--- config.mk ---
export PLATFORM = sky130hd
export DESIGN_NAME = decode_execute_stage
export DESIGN_NICKNAME = d
export VERILOG_FILES = /design/src/rtl/decode_execute_stage.sv
export SDC_FILE = /design/constraint.sdc
export NUM_CORES = 1
export LEC_CHECK = 0
export ABC_AREA = 1
export CAP_MARGIN = 5
export CORE_MARGIN = 10
export CORE_UTILIZATION = 38
export DETAILED_ROUTE_END_ITERATION = 10
export MAX_ROUTING_LAYER = met4
export PLACE_DENSITY_LB_ADDON = 0.05
export SYNTH_ARGS = -nofsm -noshare
export SYNTH_HDL_FRONTEND = slang
export SYNTH_SLANG_ARGS = --single-unit
--- constraint.sdc ---
create_clock -name clk -period 5.5 [get_ports clk]
set_clock_uncertainty 0.2 [all_clocks]
set_input_delay 1.1 -clock clk [delete_from_list [all_inputs] [get_ports clk]]
set_output_delay 1.1 -clock clk [all_outputs]
set_load 0.05 [all_outputs]
--- src/rtl/decode_execute_stage.sv ---
// Decode-to-execute pipeline register with valid/ready handshake, 2-entry skid
// buffer, synchronous flush, optional bubble zeroing and a saturating stall counter.
module decode_execute_stage #(
  parameter int unsigned DATA_W      = 16,
  parameter int unsigned REGIDX_W    = 4,
  parameter int unsigned CTRL_W      = 11,
  parameter int unsigned ZERO_BUBBLE = 1,
  parameter int unsigned CNT_W       = 16
) (
  input  logic                clk,
  input  logic                rst,
  input  logic                flush,
  input  logic                in_valid,
  output logic                in_ready,
  input  logic [CTRL_W-1:0]   ctrl_in,
  input  logic [REGIDX_W-1:0] reg_dest_in,
  input  logic [DATA_W-1:0]   srcA_in,
  input  logic [DATA_W-1:0]   srcB_in,
  output logic                out_valid,
  input  logic                out_ready,
  output logic [CTRL_W-1:0]   ctrl_out,
  output logic [REGIDX_W-1:0] reg_dest_out,
  output logic [DATA_W-1:0]   srcA_out,
  output logic [DATA_W-1:0]   srcB_out,
  output logic [CNT_W-1:0]    stall_cnt
);

  typedef enum logic [1:0] {EMPTY, ONE, TWO} state_t;

  state_t              r_state;
  state_t              w_state_next;
  logic                r_out_valid;
  logic                r_in_ready;
  logic [CTRL_W-1:0]   r_m_ctrl, r_s_ctrl;
  logic [REGIDX_W-1:0] r_m_dest, r_s_dest;
  logic [DATA_W-1:0]   r_m_a, r_s_a;
  logic [DATA_W-1:0]   r_m_b, r_s_b;
  logic [CNT_W-1:0]    r_stall;

  logic w_accept;
  logic w_drain;
  logic w_load_m_in;
  logic w_load_m_s;
  logic w_load_s;

  assign w_accept = in_valid & r_in_ready;
  assign w_drain  = r_out_valid & out_ready;

  always_comb begin
    w_state_next = r_state;
    w_load_m_in  = 1'b0;
    w_load_m_s   = 1'b0;
    w_load_s     = 1'b0;
    if (flush) begin
      w_state_next = EMPTY;
    end else begin
      unique case (r_state)
        EMPTY: begin
          if (w_accept) begin
            w_state_next = ONE;
            w_load_m_in  = 1'b1;
          end
        end
        ONE: begin
          if (w_accept && w_drain) begin
            w_load_m_in = 1'b1;
          end else if (w_accept) begin
            w_state_next = TWO;
            w_load_s     = 1'b1;
          end else if (w_drain) begin
            w_state_next = EMPTY;
          end
        end
        TWO: begin
          if (w_drain) begin
            w_state_next = ONE;
            w_load_m_s   = 1'b1;
          end
        end
        default: w_state_next = EMPTY;
      endcase
    end
  end

  // Handshake flags are flopped from the next-state decode so in_ready never
  // sees out_ready combinationally.
  always_ff @(posedge clk or posedge rst) begin
    if (rst) begin
      r_state     <= EMPTY;
      r_out_valid <= 1'b0;
      r_in_ready  <= 1'b1;
    end else begin
      r_state     <= w_state_next;
      r_out_valid <= (w_state_next != EMPTY);
      r_in_ready  <= (w_state_next != TWO);
    end
  end

  always_ff @(posedge clk or posedge rst) begin
    if (rst) begin
      r_m_ctrl <= '0;
      r_m_dest <= '0;
      r_m_a    <= '0;
      r_m_b    <= '0;
      r_s_ctrl <= '0;
      r_s_dest <= '0;
      r_s_a    <= '0;
      r_s_b    <= '0;
    end else begin
      if (w_load_m_in) begin
        r_m_ctrl <= ctrl_in;
        r_m_dest <= reg_dest_in;
        r_m_a    <= srcA_in;
        r_m_b    <= srcB_in;
      end else if (w_load_m_s) begin
        r_m_ctrl <= r_s_ctrl;
        r_m_dest <= r_s_dest;
        r_m_a    <= r_s_a;
        r_m_b    <= r_s_b;
      end
      if (w_load_s) begin
        r_s_ctrl <= ctrl_in;
        r_s_dest <= reg_dest_in;
        r_s_a    <= srcA_in;
        r_s_b    <= srcB_in;
      end
    end
  end

  always_ff @(posedge clk or posedge rst) begin
    if (rst) begin
      r_stall <= '0;
    end else if (r_out_valid && !out_ready && (r_stall != '1)) begin
      r_stall <= r_stall + 1'b1;
    end
  end

  assign in_ready     = r_in_ready;
  assign out_valid    = r_out_valid;
  assign ctrl_out     = ((ZERO_BUBBLE != 0) && !r_out_valid) ? '0 : r_m_ctrl;
  assign reg_dest_out = r_m_dest;
  assign srcA_out     = r_m_a;
  assign srcB_out     = r_m_b;
  assign stall_cnt    = r_stall;

endmodule

==> results of run 1 <==
==> power breakdown <==
part / internal (mW) / switching (mW)
clock: 0.915 / 0.376
combinational: 0.347 / 0.677
sequential: 1.12 / 0.174
total: 2.38 / 1.23
==> flip-flops by register name, summed over array words and instances (netlist names) <==
signal / count
r_s_b: 16
srcB_out: 16
out_valid: 1
r_s_a: 16
stall_cnt: 16
r_s_ctrl: 11
r_s_dest: 4
r_state: 2
r_m_ctrl: 11
srcA_out: 16
reg_dest_out: 4
in_ready: 1
==> cells in the mapped netlist <==
| cell | n | share of area |
|---|---|---|
| buf_1 | 1 | 0.00074 |
| buf_2 | 16 | 0.016 |
| buf_4 | 2 | 0.0029 |
| buf_6 | 2 | 0.0044 |
| clkbuf_1 | 7 | 0.0052 |
| clkinv_2 | 1 | 0.00098 |
| dfrtp_1 | 113 | 0.56 |
| dfstp_2 | 1 | 0.0052 |
| ha_1 | 1 | 0.0025 |
| inv_1 | 31 | 0.023 |
| inv_4 | 1 | 0.0012 |
| nand2_1 | 374 | 0.28 |
| nand2_2 | 2 | 0.0025 |
| nand3_1 | 57 | 0.056 |
| nand3_2 | 1 | 0.0020 |
| nand4_1 | 6 | 0.0074 |
| nor2_1 | 18 | 0.013 |
| nor2_2 | 1 | 0.0012 |
| nor2_4 | 1 | 0.0022 |
| o21ai_0 | 6 | 0.0059 |
| o21ai_1 | 1 | 0.00098 |
| o21ai_4 | 1 | 0.0032 |
| xnor2_1 | 7 | 0.012 |
==> final cells by class <==
type	instances	area (um2)
tap	176	220
multi-input combinational	476	1970
sequential	114	2850
clock inverter	11	230
clock buffer	21	460
timing repair buffer	118	1180
fill	1235	6140
inverter	33	130
==> how the worst min path moves through the flow <==
| stage | start | end | cells after the start |
|---|---|---|---|
| finish | r_s_b[4] | r_s_b[4] | 2 |
| global route | r_s_ctrl[7] | r_s_ctrl[7] | 2 |
| floorplan | r_s_a[0] | r_s_a[0] | 2 |
| CTS | r_s_b[4] | r_s_b[4] | 2 |
| global placement | r_s_ctrl[7] | r_s_ctrl[7] | 2 |
| detailed placement | r_s_ctrl[7] | r_s_ctrl[7] | 2 |
==> stage by stage <==
step / area (um2) / setup WS (ns) / hold WS (ns) / std cells
global route: 7050 / 1.92 / 0.286 / 949
finish: 7050 / 2.05 / 0.269 / 949
detailed placement: 6350 / 1.84 / 0.259 / 917
floorplan: 5090 / 1.19 / 0.242 / 651
CTS: 7050 / 2.00 / 0.272 / 949
global placement: 6350 / 1.97 / 0.254 / 917
==> critical path, cell delays in order, from the launching register on <==
cell and delay [ns]:
dfrtp_1 0.70, nand2_1 0.11, inv_1 0.11, clkdlybuf4s50_1 0.81
==> cells by family after synthesis <==
logic type / count (synthesis)
xor+xnor: 7
buf+inv: 61
compound gates: 8
simple gates: 460
flops: 114
fa+ha+maj: 1
==> per-layer routing <==
| layer | up-vias | track usage | share of wire |
|---|---|---|---|
| li1 | 2223 | - | - |
| met4 | 0 | 0.0646 | 0.016 |
| met3 | 22 | 0.0456 | 0.066 |
| met1 | 2087 | 0.184 | 0.45 |
| met2 | 136 | 0.244 | 0.47 |
| met5 | - | - | 0 |
==> impl_metrics.py, run 1 <==
metrics = {
    "outcome": {
        "outcome": "finished clean",
    },
    "die": {
        "dieArea_um2": 18400,
        "core_area_um2": 13200,
        "die_h_um": 136,
        "initial_core_util": 0.386,
        "boundaryPins": 117,
        "fp.dieW_um": 136,
        "row_count": 42,
    },
    "synth": {
        "synthXorXnorAreaFrac": 0.0120,
        "synthAdderAreaFrac": 0.00246,
        "syn-num-nets": 704,
        "synth_top_family_by_area": "simple AND/OR/NAND/NOR gates",
        "synth_seq_cells": 114,
        "synth-simple-area-share": 0.360,
        "avgSynthCellArea_um2": 7.82,
        "synth_area_um2": 5090,
        "synth.area.mux_share": 0,
        "synth_compound_area_frac": 0.0101,
        "synth.distinct_cells": 23,
        "ys_seq_area_frac": 0.561,
        "synthCells": 651,
        "yosysWarnings": 0,
    },
    "drt": {
        "firstDrtPassIters": 4,
        "vias": 4468,
        "routedWlPerCell_um": 14.3,
        "viasPerCell": 4.71,
        "drc": 0,
        "postRouteAntennaNets": 0,
        "drt_iter0_markers": 299,
        "finalWirelength_um": 13500,
    },
    "timing": {
        "rsz0062_at_grt": "false",
        "worst_pin_slew_ns": 1.19,
        "setup_viol": 0,
        "period_share": 0.627,
        "period_needed_ns": 3.45,
        "slew_violations": 0,
        "hold_viol": 0,
        "fin_tns_setup_ns": 0,
        "clock.fmax_mhz": 290,
        "slew_headroom": 0.204,
    },
    "critical_path": {
        "critPathMaxFanout": 14,
        "startpoint_type": "register",
        "critPathCaptureType": "output pin",
        "rr_worst_depth": 8,
        "worstSetupPathType": "register to output pin",
        "endpoint": "ctrl_out[7]",
        "worstReg2RegStart": "out_valid",
        "cp-startpoint": "out_valid",
        "r2r-end": "out_valid",
        "worstPathRequired_ns": 4.20,
        "cp.arrival_ns": 2.15,
        "reg2reg_slack_ns": 2.70,
    },
    "grt": {
        "grt_use_total": 0.156,
        "grt_pass1_wl_um": 22100,
        "grt_antenna_before_repair": 0,
        "grt_pass1_vias": 4466,
        "grt_max_degree": 88,
        "grt_overflow": 0,
    },
    "clocking": {
        "cts.sinks": 114,
        "clockRootBuffer": "clkbuf_16",
        "cts.clk_slew.worst_paths_ns": 0.05,
        "cts_resized": 0,
        "cts_tree": "done",
        "cts_inserted_buffers": 17,
        "htreeDepth": 4,
        "hold_buffers": 0,
        "clock_latency_ns": 0.42,
        "cts_buffer_depth": 2,
        "cts_setup_buffers": 0,
    },
    "hold_path": {
        "holdCritPathClass": "register to register",
    },
    "placement": {
        "dp_hpwl_um": 8860,
        "port_buffers": 116,
        "place.gp.congestion": 0.834,
    },
    "pwr": {
        "peakVddDrop_v": 0.000207,
        "power_mw": 3.61,
        "p_per_area_nw_per_um2": 512,
        "power.leakage_nw": 3.46,
    },
    "layout": {
        "nets": 813,
        "insertedDiodeCount": 0,
        "final_common_cell": "nand2_1",
        "fin_util": 0.534,
        "area_growth_pct": 38.5,
        "final_cell_mix": "nand2_1 (374), clkdlybuf4s50_1 (116), dfrtp_1 (113)",
        "drive_gt1_frac": 0.0608,
    },
    "flow_run": {
        "maxCapViolations": 0,
    },
}
No activity file was read; power rests on OpenSTA's default activity.
==> run 2: changes to the inputs <==
==> constraint.sdc (replaced) <==
create_clock -name clk -period 3.4 [get_ports clk]
set_clock_uncertainty 0.2 [all_clocks]
set_input_delay 0.68 -clock clk [delete_from_list [all_inputs] [get_ports clk]]
set_output_delay 0.68 -clock clk [all_outputs]
set_load 0.05 [all_outputs]
==> impl_metrics.py, run 2 (synthesis gave the netlist of run 1 again) <==
metrics = {
    "timing": {
        "slew_violations": 0,
        "slew_headroom": 0.398,
        "period_needed_ns": 3.02,
        "setup_viol": 0,
        "rsz0062_at_grt": "false",
        "hold_ws_ns": 0.269,
        "fin_tns_setup_ns": 0,
        "hold_viol": 0,
        "clock.fmax_mhz": 331,
        "period_share": 0.887,
        "worst_pin_slew_ns": 0.903,
    },
    "layout": {
        "area_growth_pct": 38.4,
        "multi_input_area_um2": 1970,
        "nets": 818,
        "drive_gt1_frac": 0.0656,
        "fillers": 1304,
        "final_cell_mix": "nand2_1 (374), clkdlybuf4s50_1 (116), dfrtp_1 (113)",
        "final_common_cell": "nand2_1",
        "regArea_um2": 2850,
        "insertedDiodeCount": 0,
    },
    "critical_path": {
        "critPathMaxFanout": 14,
        "r2r-end": "srcB_out[12]",
        "worstSetupPathType": "register to output pin",
        "cp.arrival_ns": 2.14,
        "critPathCaptureType": "output pin",
        "startpoint_type": "register",
        "cp-startpoint": "out_valid",
        "reg2reg_slack_ns": 1.00,
        "worstReg2RegStart": "out_valid",
        "endpoint": "ctrl_out[7]",
        "worstPathRequired_ns": 2.52,
        "rr_worst_depth": 7,
    },
    "outcome": {
        "outcome": "finished clean",
    },
    "placement": {
        "port_buffers": 116,
        "dp_hpwl_um": 8910,
        "place.gp.congestion": 0.809,
    },
    "drt": {
        "drt_iter0_markers": 205,
        "drc": 0,
        "vias": 4469,
        "viasPerCell": 4.68,
        "postRouteAntennaNets": 0,
        "firstDrtPassIters": 5,
        "routedWlPerCell_um": 14.1,
        "finalWirelength_um": 13500,
    },
    "pwr": {
        "peakVddDrop_v": 0.000414,
        "p_per_area_nw_per_um2": 795,
        "power_mw": 5.60,
        "p_clk_frac": 0.330,
        "p_int_mw": 3.62,
        "seq_power_share": 0.373,
        "power.leakage_nw": 3.45,
        "switching_share": 0.353,
        "combPwrFrac": 0.297,
        "p_switching_mw": 1.98,
    },
    "die": {
        "core_area_um2": 13200,
        "row_count": 42,
        "dieArea_um2": 18400,
        "boundaryPins": 117,
        "initial_core_util": 0.386,
        "die_h_um": 136,
        "fp.dieW_um": 136,
    },
    "grt": {
        "grt_use_total": 0.159,
        "grt_pass1_wl_um": 22900,
        "grt_overflow": 0,
        "grt_max_degree": 115,
        "grt_pass1_vias": 4740,
        "grt_antenna_before_repair": 0,
    },
    "clocking": {
        "cts.clk_slew.worst_paths_ns": 0.05,
        "cts_buffer_depth": 2,
        "cts_tree": "done",
        "cts.sinks": 114,
        "clock_latency_ns": 0.41,
        "cts_resized": 0,
        "hold_buffers": 0,
        "clockRootBuffer": "clkbuf_16",
        "htreeDepth": 4,
        "cts_setup_buffers": 0,
        "cts_inserted_buffers": 17,
    },
    "flow_run": {
        "maxCapViolations": 0,
    },
    "hold_path": {
        "holdCritPathClass": "register to register",
    },
}
## run 2: cell types whose count changed in the layout (fill, tap and decap cells not counted)
cell        before  now
buf_4            2    5
clkinv_4         0    1
clkinvlp_4       0    3
buf_12           0    2
clkbuf_8         2    5
clkinv_2         5    3
inv_4            2    1
inv_2            3    2
bufinv_16        7    3
clkinv_1         0    1
## run 2: through the flow
step	instance area, um2	utilization	std cells	worst slack [ns]
after floorplan	5090	-	651	1.14
after global placement	6420	0.487	922	0.596
after detailed placement	6420	0.487	922	0.528
after CTS	7040	0.534	954	0.371
after global routing	7040	0.534	954	0.268
final	7040	0.534	954	0.383
## run 2: area by class of cell
| class | count | share of cell area |
|---|---|---|
| sequential | 114 | 0.405 |
| multi-input combinational | 476 | 0.280 |
| timing repair buffer | 123 | 0.176 |
| clock buffer | 24 | 0.0712 |
| tap | 176 | 0.0313 |
| inverter | 33 | 0.0187 |
| clock inverter | 8 | 0.0176 |
## run 2: power by group through the flow
stage / Sequential, mW / Clock, mW / Combinational, mW
after floorplan: 2.59 / 0 / 0.583
after global placement: 2.09 / 0 / 1.66
after detailed placement: 2.10 / 0 / 1.69
after CTS: 2.09 / 1.88 / 1.69
after global routing: 2.15 / 1.95 / 1.82
final: 2.09 / 1.85 / 1.66
## run 2: metal layers
metal	GRT usage	up-vias	wire, um
met3	0.0401	20	849
met1	0.190	2075	5950
met2	0.251	142	6430
li1	-	2232	-
met5	-	-	0
met4	0.0652	0	240
## run 2: critical path: stages, from the launching register on
cell             delay [ns]
dfrtp_1                0.69
nand2_1                0.11
inv_1                  0.11
clkdlybuf4s50_1        0.81
## run 2: how the worst min path moves through the flow
stage | startpoint | to | depth (start not counted)
6_report | r_s_b[6] | r_s_b[6] | 2
5_1_grt | r_s_a[10] | r_s_a[10] | 2
4_1_cts | r_s_a[15] | r_s_a[15] | 2
3_5_place_dp | r_s_a[7] | r_s_a[7] | 2
3_3_place_gp | r_s_a[9] | r_s_a[9] | 2
2_1_floorplan | r_s_a[0] | r_s_a[0] | 2
==> run 3: changes to the inputs <==
--- a/config.mk
+++ b/config.mk
@@ -7,6 +7,7 @@
 export LEC_CHECK = 0
 export ABC_AREA = 1
 export CAP_MARGIN = 5
+export CORE_ASPECT_RATIO = 0.75
 export CORE_MARGIN = 10
 export CORE_UTILIZATION = 38
 export DETAILED_ROUTE_END_ITERATION = 10
==> constraint.sdc (replaced) <==
create_clock -name clk -period 3.4 [get_ports clk]
set_clock_uncertainty 0.2 [all_clocks]
set_input_delay 0.68 -clock clk [delete_from_list [all_inputs] [get_ports clk]]
set_output_delay 0.68 -clock clk [all_outputs]
set_load 0.005 [all_outputs]
==> impl_metrics.py, run 3 (synthesis gave the netlist of run 1 again) <==
metrics = {
    "outcome": {
        "outcome": "finished clean",
    },
    "pwr": {
        "p_int_mw": 3.66,
        "power.leakage_nw": 3.47,
        "p_clk_frac": 0.373,
        "peakVddDrop_v": 0.000377,
        "seq_power_share": 0.416,
        "p_per_area_nw_per_um2": 711,
        "combPwrFrac": 0.211,
        "switching_share": 0.272,
        "p_switching_mw": 1.37,
    },
    "die": {
        "row_count": 36,
        "dieArea_um2": 18500,
        "core_area_um2": 13100,
        "boundaryPins": 117,
        "initial_core_util": 0.390,
        "fp.dieW_um": 154,
        "die_h_um": 120,
    },
    "layout": {
        "final_common_cell": "nand2_1",
        "fillers": 1207,
        "insertedDiodeCount": 0,
        "nets": 820,
        "instances_no_fill": 950,
        "final_cell_mix": "nand2_1 (374), clkdlybuf4s50_1 (116), dfrtp_1 (113)",
        "area_growth_pct": 38.9,
        "drive_gt1_frac": 0.0668,
    },
    "placement": {
        "dp_hpwl_um": 9280,
        "port_buffers": 116,
        "place.gp.congestion": 0.839,
        "dp_cells": 919,
    },
    "grt": {
        "grt_overflow": 0,
        "grt_use_total": 0.157,
        "grt_antenna_before_repair": 0,
        "grt_pass1_wl_um": 23300,
        "grt_pass1_vias": 4511,
        "grt_max_degree": 48,
    },
    "drt": {
        "viasPerCell": 4.71,
        "drc": 0,
        "finalWirelength_um": 13800,
        "routedWlPerCell_um": 14.5,
        "firstDrtPassIters": 4,
        "vias": 4474,
        "drt_iter0_markers": 228,
        "postRouteAntennaNets": 0,
    },
    "timing": {
        "period_share": 0.795,
        "hold_ws_ns": 0.268,
        "slew_violations": 0,
        "fin_tns_setup_ns": 0,
        "slew_headroom": 0.627,
        "clock.fmax_mhz": 370,
        "setup_viol": 0,
        "rsz0062_at_grt": "false",
        "period_needed_ns": 2.70,
        "hold_viol": 0,
        "worst_pin_slew_ns": 0.560,
    },
    "clocking": {
        "cts_tree": "done",
        "clockRootBuffer": "clkbuf_16",
        "cts.clk_slew.worst_paths_ns": 0.06,
        "cts_resized": 0,
        "htreeDepth": 4,
        "cts_setup_buffers": 0,
        "hold_buffers": 0,
        "cts.sinks": 114,
        "cts_buffer_depth": 2,
        "clock_latency_ns": 0.40,
        "cts_inserted_buffers": 17,
    },
    "critical_path": {
        "crit_family": "flip-flops",
        "critPathMaxFanout": 14,
        "reg2reg_slack_ns": 1.14,
        "cp_cell_sequence": "nand2_1 -> inv_1 -> clkdlybuf4s50_1",
        "path_buf_inv": 2,
        "worstSetupPathType": "register to output pin",
        "worstPathRequired_ns": 2.52,
        "startpoint_type": "register",
        "slowest_delay_ns": 0.67,
        "critPathSlowestCell": "dfrtp_1",
        "critPathCaptureType": "output pin",
        "cp.arrival_ns": 1.82,
    },
    "hold_path": {
        "holdCritPathClass": "register to register",
    },
    "flow_run": {
        "maxCapViolations": 0,
    },
}
-- run 3: power by group through the flow --
stage / clock (mW) / sequential [mW] / combinational, mW
2_1_floorplan: 0 / 2.06 / 0.508
3_3_place_gp: 0 / 2.09 / 1.06
3_5_place_dp: 0 / 2.10 / 1.08
4_1_cts: 1.92 / 2.09 / 1.09
5_1_grt: 1.98 / 2.15 / 1.21
6_report: 1.88 / 2.09 / 1.06
-- run 3: through the flow --
step	instance area [um2]	total power, mW	utilization	setup slack (ns)
5_1_grt	7070	5.35	0.541	0.558
6_report	7070	5.03	0.541	0.695
4_1_cts	7070	5.10	0.541	0.640
3_3_place_gp	6440	3.15	0.493	0.783
3_5_place_dp	6440	3.19	0.493	0.729
2_1_floorplan	5090	2.56	-	1.14
-- run 3: cell type report --
type | count | area [um2] | area share
sequential | 114 | 2850 | 0.404
multi-input combinational | 476 | 1970 | 0.279
timing repair buffer | 125 | 1270 | 0.179
clock buffer | 21 | 470 | 0.0666
tap | 171 | 214 | 0.0303
clock inverter | 10 | 156 | 0.0221
inverter | 33 | 131 | 0.0186
-- run 3: final timing paths --
kind                                end       from  cells after the start
max                         ctrl_out[3]  out_valid                      3
max in group asynchronous      in_ready        rst                      3
min                           r_s_b[13]  r_s_b[13]                      2
min reg2reg                   r_s_b[13]  r_s_b[13]                      2
max reg2reg                 r_m_ctrl[8]  out_valid                      7
min in group asynchronous  srcA_out[12]        rst                      2
-- run 3: worst reg2reg max path: cells and delay by family, from the launching register on --
| kind | cells | cell delay [ns] |
|---|---|---|
| DFF | 1 | 0.67 |
| buffers and inverters | 2 | 0.56 |
| and+or+nand+nor | 5 | 0.75 |
-- run 3: routing by layer --
metal | routed length, um | share of wire | global-route usage | up-vias
met2 | 6260 | 0.45 | 0.235 | 113
li1 | - | - | - | 2237
met3 | 680 | 0.049 | 0.0375 | 6
met4 | 80 | 0.0058 | 0.0518 | 0
met5 | 0 | 0 | - | -
met1 | 6790 | 0.49 | 0.207 | 2118
